**config.mk**
```make
export PLATFORM = sky130hd
export DESIGN_NAME = uart_ram_writer
export DESIGN_NICKNAME = d
export VERILOG_FILES = /design/src/rtl/uart_ram_writer.sv
export SDC_FILE = /design/constraint.sdc
export NUM_CORES = 1
export LEC_CHECK = 0
export CAP_MARGIN = 20
export CORE_MARGIN = 8
export CORE_UTILIZATION = 49
export CTS_BUF_LIST = sky130_fd_sc_hd__clkbuf_8
export DETAILED_ROUTE_END_ITERATION = 16
export GPL_ROUTABILITY_DRIVEN = 0
export GPL_TIMING_DRIVEN = 0
export MAX_ROUTING_LAYER = met4
export PLACE_DENSITY = 0.85
export SLEW_MARGIN = 25
export SYNTH_ARGS = -nofsm -noshare
export SYNTH_HDL_FRONTEND = slang
export SYNTH_SLANG_ARGS = --single-unit
```
**constraint.sdc**
```tcl
create_clock -name clk -period 2.5 [get_ports clk]
set_input_delay 0.25 -clock clk [delete_from_list [all_inputs] [get_ports clk]]
set_output_delay 0.25 -clock clk [all_outputs]
set_load 0.01 [all_outputs]
```
**src/rtl/uart_ram_writer.sv**
```systemverilog
// Packs received UART bytes into 16-bit words (low byte first) and writes them
// to sequential cellular-RAM addresses using asynchronous write cycles.
module uart_ram_writer #(
  parameter int ADDR_W     = 26,
  parameter int END_ADDR   = 536000,
  parameter int WR_CYCLES  = 8,
  parameter int REC_CYCLES = 1
) (
  input  logic              clk,
  input  logic              rst_n,
  input  logic              en,
  input  logic [7:0]        rx_data,
  input  logic              rx_valid,
  output logic [ADDR_W-1:0] address,
  output logic [15:0]       dq_out,
  output logic              dq_oe,
  output logic              ce_n,
  output logic              we_n,
  output logic              oe_n,
  output logic              ub_n,
  output logic              lb_n,
  output logic              adv_n,
  output logic              cre,
  output logic              ram_clk,
  output logic              busy,
  output logic              done,
  output logic              overrun
);

  localparam logic [2:0] IDLE  = 3'd0;
  localparam logic [2:0] SETUP = 3'd1;
  localparam logic [2:0] PULSE = 3'd2;
  localparam logic [2:0] HOLD  = 3'd3;
  localparam logic [2:0] REC   = 3'd4;

  localparam int MAX_CYC = (WR_CYCLES > REC_CYCLES) ? WR_CYCLES : REC_CYCLES;
  localparam int CNT_W   = $clog2(MAX_CYC + 1);

  logic [2:0]        state_r;
  logic [CNT_W-1:0]  cnt_r;
  logic              phase_r;
  logic [7:0]        lowByte_r;
  logic              pending_r;
  logic [15:0]       holdWord_r;

  logic              byteEvt_s;
  logic              wordDone_s;
  logic              isIdle_s;
  logic              takeWord_s;
  logic              dropWord_s;
  logic              startWr_s;
  logic [ADDR_W-1:0] nextAddr_s;

  assign byteEvt_s  = rx_valid & en & ~done;
  assign wordDone_s = byteEvt_s & phase_r;
  assign isIdle_s   = (state_r == IDLE);
  // A word completing while IDLE hands off is safe: the register empties this cycle.
  assign takeWord_s = wordDone_s & (isIdle_s | ~pending_r);
  assign dropWord_s = wordDone_s & ~isIdle_s & pending_r;
  assign startWr_s  = isIdle_s & pending_r & ~done;
  assign nextAddr_s = address + ADDR_W'(1);

  // Async-mode pins and output enable are fixed.
  assign oe_n    = 1'b1;
  assign adv_n   = 1'b0;
  assign cre     = 1'b0;
  assign ram_clk = 1'b0;

  // Byte assembler: pairs bytes, dropping a half pair whenever en goes low.
  always_ff @(posedge clk or negedge rst_n) begin
    if (!rst_n) begin
      phase_r   <= 1'b0;
      lowByte_r <= 8'h00;
    end else if (!en) begin
      phase_r <= 1'b0;
    end else if (byteEvt_s) begin
      if (!phase_r) begin
        lowByte_r <= rx_data;
        phase_r   <= 1'b1;
      end else begin
        phase_r <= 1'b0;
      end
    end else begin
      phase_r <= phase_r;
    end
  end

  // Holding register, write-cycle sequencer and registered RAM strobes.
  always_ff @(posedge clk or negedge rst_n) begin
    if (!rst_n) begin
      state_r    <= IDLE;
      cnt_r      <= '0;
      pending_r  <= 1'b0;
      holdWord_r <= 16'h0000;
      overrun    <= 1'b0;
      address    <= '0;
      dq_out     <= 16'h0000;
      dq_oe      <= 1'b0;
      ce_n       <= 1'b1;
      we_n       <= 1'b1;
      ub_n       <= 1'b1;
      lb_n       <= 1'b1;
      busy       <= 1'b0;
      done       <= 1'b0;
    end else begin
      if (takeWord_s) begin
        holdWord_r <= {rx_data, lowByte_r};
        pending_r  <= 1'b1;
      end else if (startWr_s) begin
        pending_r <= 1'b0;
      end else begin
        pending_r <= pending_r;
      end

      if (dropWord_s) begin
        overrun <= 1'b1;
      end else begin
        overrun <= overrun;
      end

      case (state_r)
        IDLE: begin
          if (startWr_s) begin
            dq_out  <= holdWord_r;
            state_r <= SETUP;
            ce_n    <= 1'b0;
            ub_n    <= 1'b0;
            lb_n    <= 1'b0;
            dq_oe   <= 1'b1;
            we_n    <= 1'b1;
            busy    <= 1'b1;
          end else begin
            busy <= 1'b0;
          end
        end
        SETUP: begin
          state_r <= PULSE;
          we_n    <= 1'b0;
          cnt_r   <= '0;
        end
        PULSE: begin
          if (cnt_r == CNT_W'(WR_CYCLES - 1)) begin
            state_r <= HOLD;
            we_n    <= 1'b1;
          end else begin
            cnt_r <= cnt_r + CNT_W'(1);
          end
        end
        HOLD: begin
          state_r <= REC;
          ce_n    <= 1'b1;
          dq_oe   <= 1'b0;
          ub_n    <= 1'b1;
          lb_n    <= 1'b1;
          cnt_r   <= '0;
        end
        REC: begin
          if (cnt_r == CNT_W'(REC_CYCLES - 1)) begin
            address <= nextAddr_s;
            if (nextAddr_s == ADDR_W'(END_ADDR)) begin
              done <= 1'b1;
            end else begin
              done <= done;
            end
            state_r <= IDLE;
            busy    <= 1'b0;
          end else begin
            cnt_r <= cnt_r + CNT_W'(1);
          end
        end
        default: begin
          state_r <= IDLE;
          ce_n    <= 1'b1;
          we_n    <= 1'b1;
          ub_n    <= 1'b1;
          lb_n    <= 1'b1;
          dq_oe   <= 1'b0;
          busy    <= 1'b0;
        end
      endcase
    end
  end

endmodule

```
==> Yosys cells after proc, flatten, opt, wreduce, memory -nomap -nowiden <==
Index checks and enable logic that the tools add are counted.
{ "word_totals": {"mem_bits_rw": 0, "inputBits": 12, "n_memories": 0, "elab_cells": 81, "latchBits": 0, "out_inout_bits": 54, "register_bits": 81, "rom_bits": 0} }
{ "op_classes": {"n_reduce_logical": 17, "add_sub_neg": 2, "n_lt_le_gt_ge": 0, "eq_ne": 12, "div_mod_pow": 0, "n_mul": 0, "n_shift": 0, "n_bitwise": 16, "n_mux": 20} }
{ "ops": {"columns": ["operator", "n"], "rows": [
  ["$add A26 B1 Y26 const B", 1],
  ["$eq A26 B20 Y1 const B", 1],
  ["$pmux W3 S5", 1],
  ["$reduce_and A3 Y1", 5],
  ["$pmux W4 S3", 1],
  ["$mux W1", 9],
  ["$mux W3", 3],
  ["$and A1 B1 Y1", 8],
  ["$mux W4", 2],
  ["$ne A2 B2 Y1 const B", 4],
  ["$reduce_and A2 Y1", 4],
  ["$not A1 Y1", 7],
  ["$eq A3 B2 Y1 const B", 2],
  ["$reduce_or A3 Y1", 2],
  ["$add A4 B1 Y4 const B", 1],
  ["$eq A4 B3 Y1 const B", 1],
  ["$logic_not A4 Y1", 1],
  ["$ne A2 B1 Y1 const B", 2],
  ["$pmux W1 S2", 2],
  ["$pmux W1 S4", 1],
  ["$reduce_or A2 Y1", 2],
  ["$eq A3 B1 Y1 const B", 1],
  ["$eq A3 B3 Y1 const B", 1],
  ["$logic_not A3 Y1", 1],
  ["4 further kinds", 4]
]} }

==> Logic depth before layout (Yosys ltp) <==
{ "logic_depth": {"depth_word": 5, "depth_mapped": 8} }

==> Worst setup path before layout <==
No wires, ideal clock.
{ "synth_path": {"path_type": "reg-to-reg", "startpoint": "register cnt_r[0]", "endpoint": "register address[21]", "t_required_ns": 2.421, "slack_ns": 0.120, "setup_ns": 0.079, "path_stages_with_launch": 9, "arrival_ns": 2.300, "cell_sequence": "dfrtp_1 > inv_1 > ha_1 > nor3b_4 > nand3_4 > or4_4 > or4_4 > nor2_2 > xor2_1"} }
{ "synth_via": {"elab_chain_len": 2} }
{ "synth_lines": {"columns": ["element", "line_no", "source"], "rows": [
  ["start: declaration", "40", "logic [CNT_W-1:0] cnt_r;"],
  ["start signal: assignment", "146", "cnt_r <= cnt_r + CNT_W'(1);"],
  ["start signal: assignment", "168", "cnt_r <= cnt_r + CNT_W'(1);"],
  ["$logic_not A4 Y1", "158", "if (cnt_r == CNT_W'(REC_CYCLES - 1)) begin"],
  ["$reduce_and A2 Y1 (no source line)", null, null],
  ["end signal: assignment", "159", "address <= nextAddr_s;"],
  ["end: declaration", "14", "output logic [ADDR_W-1:0] address,"]
]} }
No other way between the ends.
A chain may end at the register's enable or synchronous reset.

==> Final worst setup path <==
{ "layout_path": {"startpoint": "register address[1]", "endpoint": "register done"} }
{ "layout_via": {"elab_chain_len": 3} }
{ "layout_lines": {"columns": ["element", "line_no", "source"], "rows": [
  ["$add A26 B1 Y26", "61", "assign nextAddr_s = address + ADDR_W'(1);"],
  ["$eq A26 B20 Y1", "160", "if (nextAddr_s == ADDR_W'(END_ADDR)) begin"],
  ["$reduce_and A3 Y1 (no source line)", null, null],
  ["end signal: assignment", "163", "done <= done;"],
  ["end: declaration", "26", "output logic done,"]
]} }
No other way between the ends.

==> results.json <==
{
  "outcome": "finished, final reports clean",
  "antenna_found_initial": 0,
  "ant_nets": 0,
  "core_mm2": 0.00761,
  "viasPerCell": 5.37,
  "num_rows": 32,
  "min_period_over_period_pct": 95.7,
  "port_buffers": 61,
  "start_kind": "flip-flop",
  "cts_tree": "done",
  "worstMarginPinSlew_ps": 768,
  "synth_ff_type": "dfrtp_1",
  "r2r_cells": 8,
  "grt_max_degree": 50,
  "cp_slowest_cell": "dfrtp_1",
  "startpoint": "address[1]",
  "synth_compound_area_share_pct": 5.33,
  "drv_slew": 0,
  "reg2reg_from": "address[1]",
  "synth_largest_area_cell": "dfrtp_1",
  "initial_core_util_pct": 49.6,
  "fmax_mhz": 418,
  "routed_wl_um": 8350,
  "synth_top_family_by_area": "simple AND/OR/NAND/NOR gates",
  "n_antenna_cell": 0,
  "maxCapViolCount": 0,
  "synthAdderAreaFrac_pct": 0.994,
  "syn_area_per_cell_um2": 11.5,
  "drtIter0Drc": 100,
  "setup_viol": 0,
  "dpl_cell_area_mm2": 0.00455,
  "drive_gt1_share_pct": 22.5,
  "cts_buffers": 9,
  "fin_crit_ps": 2390,
  "syn_inst": 328,
  "fin_area_mm2": 0.00483,
  "clock_sinks": 81,
  "ys_ff_latch": 81,
  "most-common-layout-cells": "dfrtp_1 (78), clkdlybuf4s50_1 (60), mux2_2 (41)",
  "min_path_type": "primary input to asynchronous set/reset pin",
  "clkTransAtPathRegs_ps": 90,
  "clk_latency_ps": 350,
  "post-dp-hpwl_um": 5760,
  "ys_seq_area_share_pct": 53.7,
  "yosys_warnings": 0,
  "cts-root-buf": "clkbuf_8",
  "crit_arrival_ps": 2630,
  "finalNetCount": 424,
  "fp.dieW_um": 104,
  "p_leak_nw": 2.07,
  "ctsLongestPathBuffers": 2,
  "die-area_mm2": 0.0108,
  "synth_area_mm2": 0.00378,
  "yosys-mux-area-fraction_pct": 12.8,
  "worstSetupEndpointType": "flip-flop",
  "crit_chain": "ha_2 > nand4_1 > or2_2 > clkbuf_1 > nor3_1 > a211oi_1 > a31o_2 > a41o_1",
  "wl_per_cell_um": 16.2,
  "synth-simple-area-share_pct": 15.9,
  "syn_to_final_growth_pct": 27.9,
  "synth_xor_area_share_pct": 7.89,
  "fin_tns_setup_ps": 0,
  "fin_util_pct": 63.5,
  "critPathKind": "flip-flop to flip-flop",
  "grt_pass1_wl_um": 13700,
  "ioPinCount": 66,
  "hold_violations": 0,
  "dr.pass1.iters": 6,
  "layout_commonest_cell": "dfrtp_1",
  "vias": 2772,
  "synth_edf_count": 0,
  "cellPowerDensity_mw_per_mm2": 947,
  "slew_headroom_pct": 48.6,
  "synth_cell_types": 50,
  "route.detailed.drc": 0,
  "worstPathMaxFanout": 7,
  "gr-total-overflow": 0,
  "grt_pass1_vias": 2852,
  "synth_top_area_share_pct": 52.4,
  "synthArstFlopShare_pct": 100,
  "grtUsageTotal_pct": 15.9,
  "synth_area_leaders": "dfrtp_1 (52%), mux2_2 (12%), xnor2_1 (4.2%), xor2_1 (3.7%), nand2_1 (2.9%)",
  "critPathRequiredTime_ps": 2740,
  "htreeDepth": 3,
  "max_stage_delay_ps": 430,
  "ir_worst_vdd_v": 0.000640,
  "fin_worst_skew_ps": 6.99,
  "die_h_um": 104
}
[registers in the layout, indices dropped and copies added, names as in the netlist]
register and count:
address 26, busy 1, cnt_r 4, done 1
dq_oe 1, dq_out 16, holdWord_r 16, lb_n 1
lowByte_r 8, overrun 1, pending_r 1, phase_r 1
state_r 3, we_n 1
[path summary, 6_finish.rpt]
path | to | slack [ps]
hold / removal | address[3] | 390
hold reg to reg | we_n | 490
setup reg to reg | done | 110
setup / recovery | done | 110
max in group asynchronous | we_n | 1490
min in group clk | we_n | 490
[synth_stat cells (all sizes together) (2+ instances only)]
| library cell | number |
|---|---|
| dfrtp | 79 |
| mux2 | 41 |
| nand2 | 29 |
| nor2 | 26 |
| xnor2 | 18 |
| xor2 | 16 |
| nand3 | 13 |
| clkbuf | 10 |
| buf | 9 |
| nand4 | 8 |
| nor4 | 8 |
| a21oi | 6 |
| inv | 6 |
| nor3 | 6 |
| nor2b | 5 |
| o21ai | 4 |
| or2 | 4 |
| a211oi | 3 |
| and2 | 3 |
| and3 | 3 |
| ha | 3 |
| nor3b | 3 |
| a21o | 2 |
| conb | 2 |
| dfstp | 2 |
| mux2i | 2 |
| or4 | 2 |
[critical path: cells and delay by family (launching register included)]
| kind | cells | cell delay [ps] |
|---|---|---|
| adder cells (fa/ha/maj) | 1 | 280 |
| flip-flops | 1 | 430 |
| AND/OR/NAND/NOR | 3 | 810 |
| buffers and inverters | 1 | 200 |
| AO/OA/AOI/OAI | 3 | 550 |
[area by class of cell]
class,instances,area [µm²]
Fill cell,612,2780
Sequential cell,81,2030
Multi-Input combinational cell,224,1660
Timing Repair Buffer,68,683
Tap cell,102,128
Clock buffer,9,124
Buffer,19,101
Clock inverter,7,80.1
Inverter,6,22.5
[layer usage]
metal | vias to the layer above | global-route usage, % | share of wire [%]
met5 | - | - | 0
met4 | 0 | 5.17 | 1.9
met3 | 21 | 5.45 | 7.3
met2 | 111 | 24.9 | 47
met1 | 1345 | 18.9 | 44
li1 | 1295 | - | -
[per-stage QoR]
stage | total power [W] | setup WS, ps | hold slack (ps) | instances
floorplan | 0.00289 | 120 | -45.6 | 330
global placement | 0.00348 | -1510 | 464 | 493
detailed placement | 0.00356 | -240 | 228 | 494
CTS | 0.00457 | -84.1 | 391 | 513
global route | 0.00486 | -9.62 | 409 | 516
finish | 0.00458 | 108 | 390 | 516
[report_power, final]
group          internal (W)  switching (W)  total [W]
clock network      0.000470       0.000503   0.000972
registers           0.00172       0.000260    0.00198
logic              0.000930       0.000693    0.00162
total               0.00312        0.00146    0.00458
[kinds of logic after synthesis]
family,after synthesis
AOI/OAI and AO/OA,28
xor gates and xnor gates,34
adders and majority gates,3
buffers and inverters,25
DFF,81
muxes,43
other,2
and+or+nand+nor,112
[timing repair]
item	4_1_cts	5_1_grt
endpoints found under the setup margin	14	8
pin swaps	1	2
endpoints found under the hold margin	32	0
resized for setup	2	7
setup buffers	2	3
hold buffers	1	0
Power figures use the tool's default switching activity.
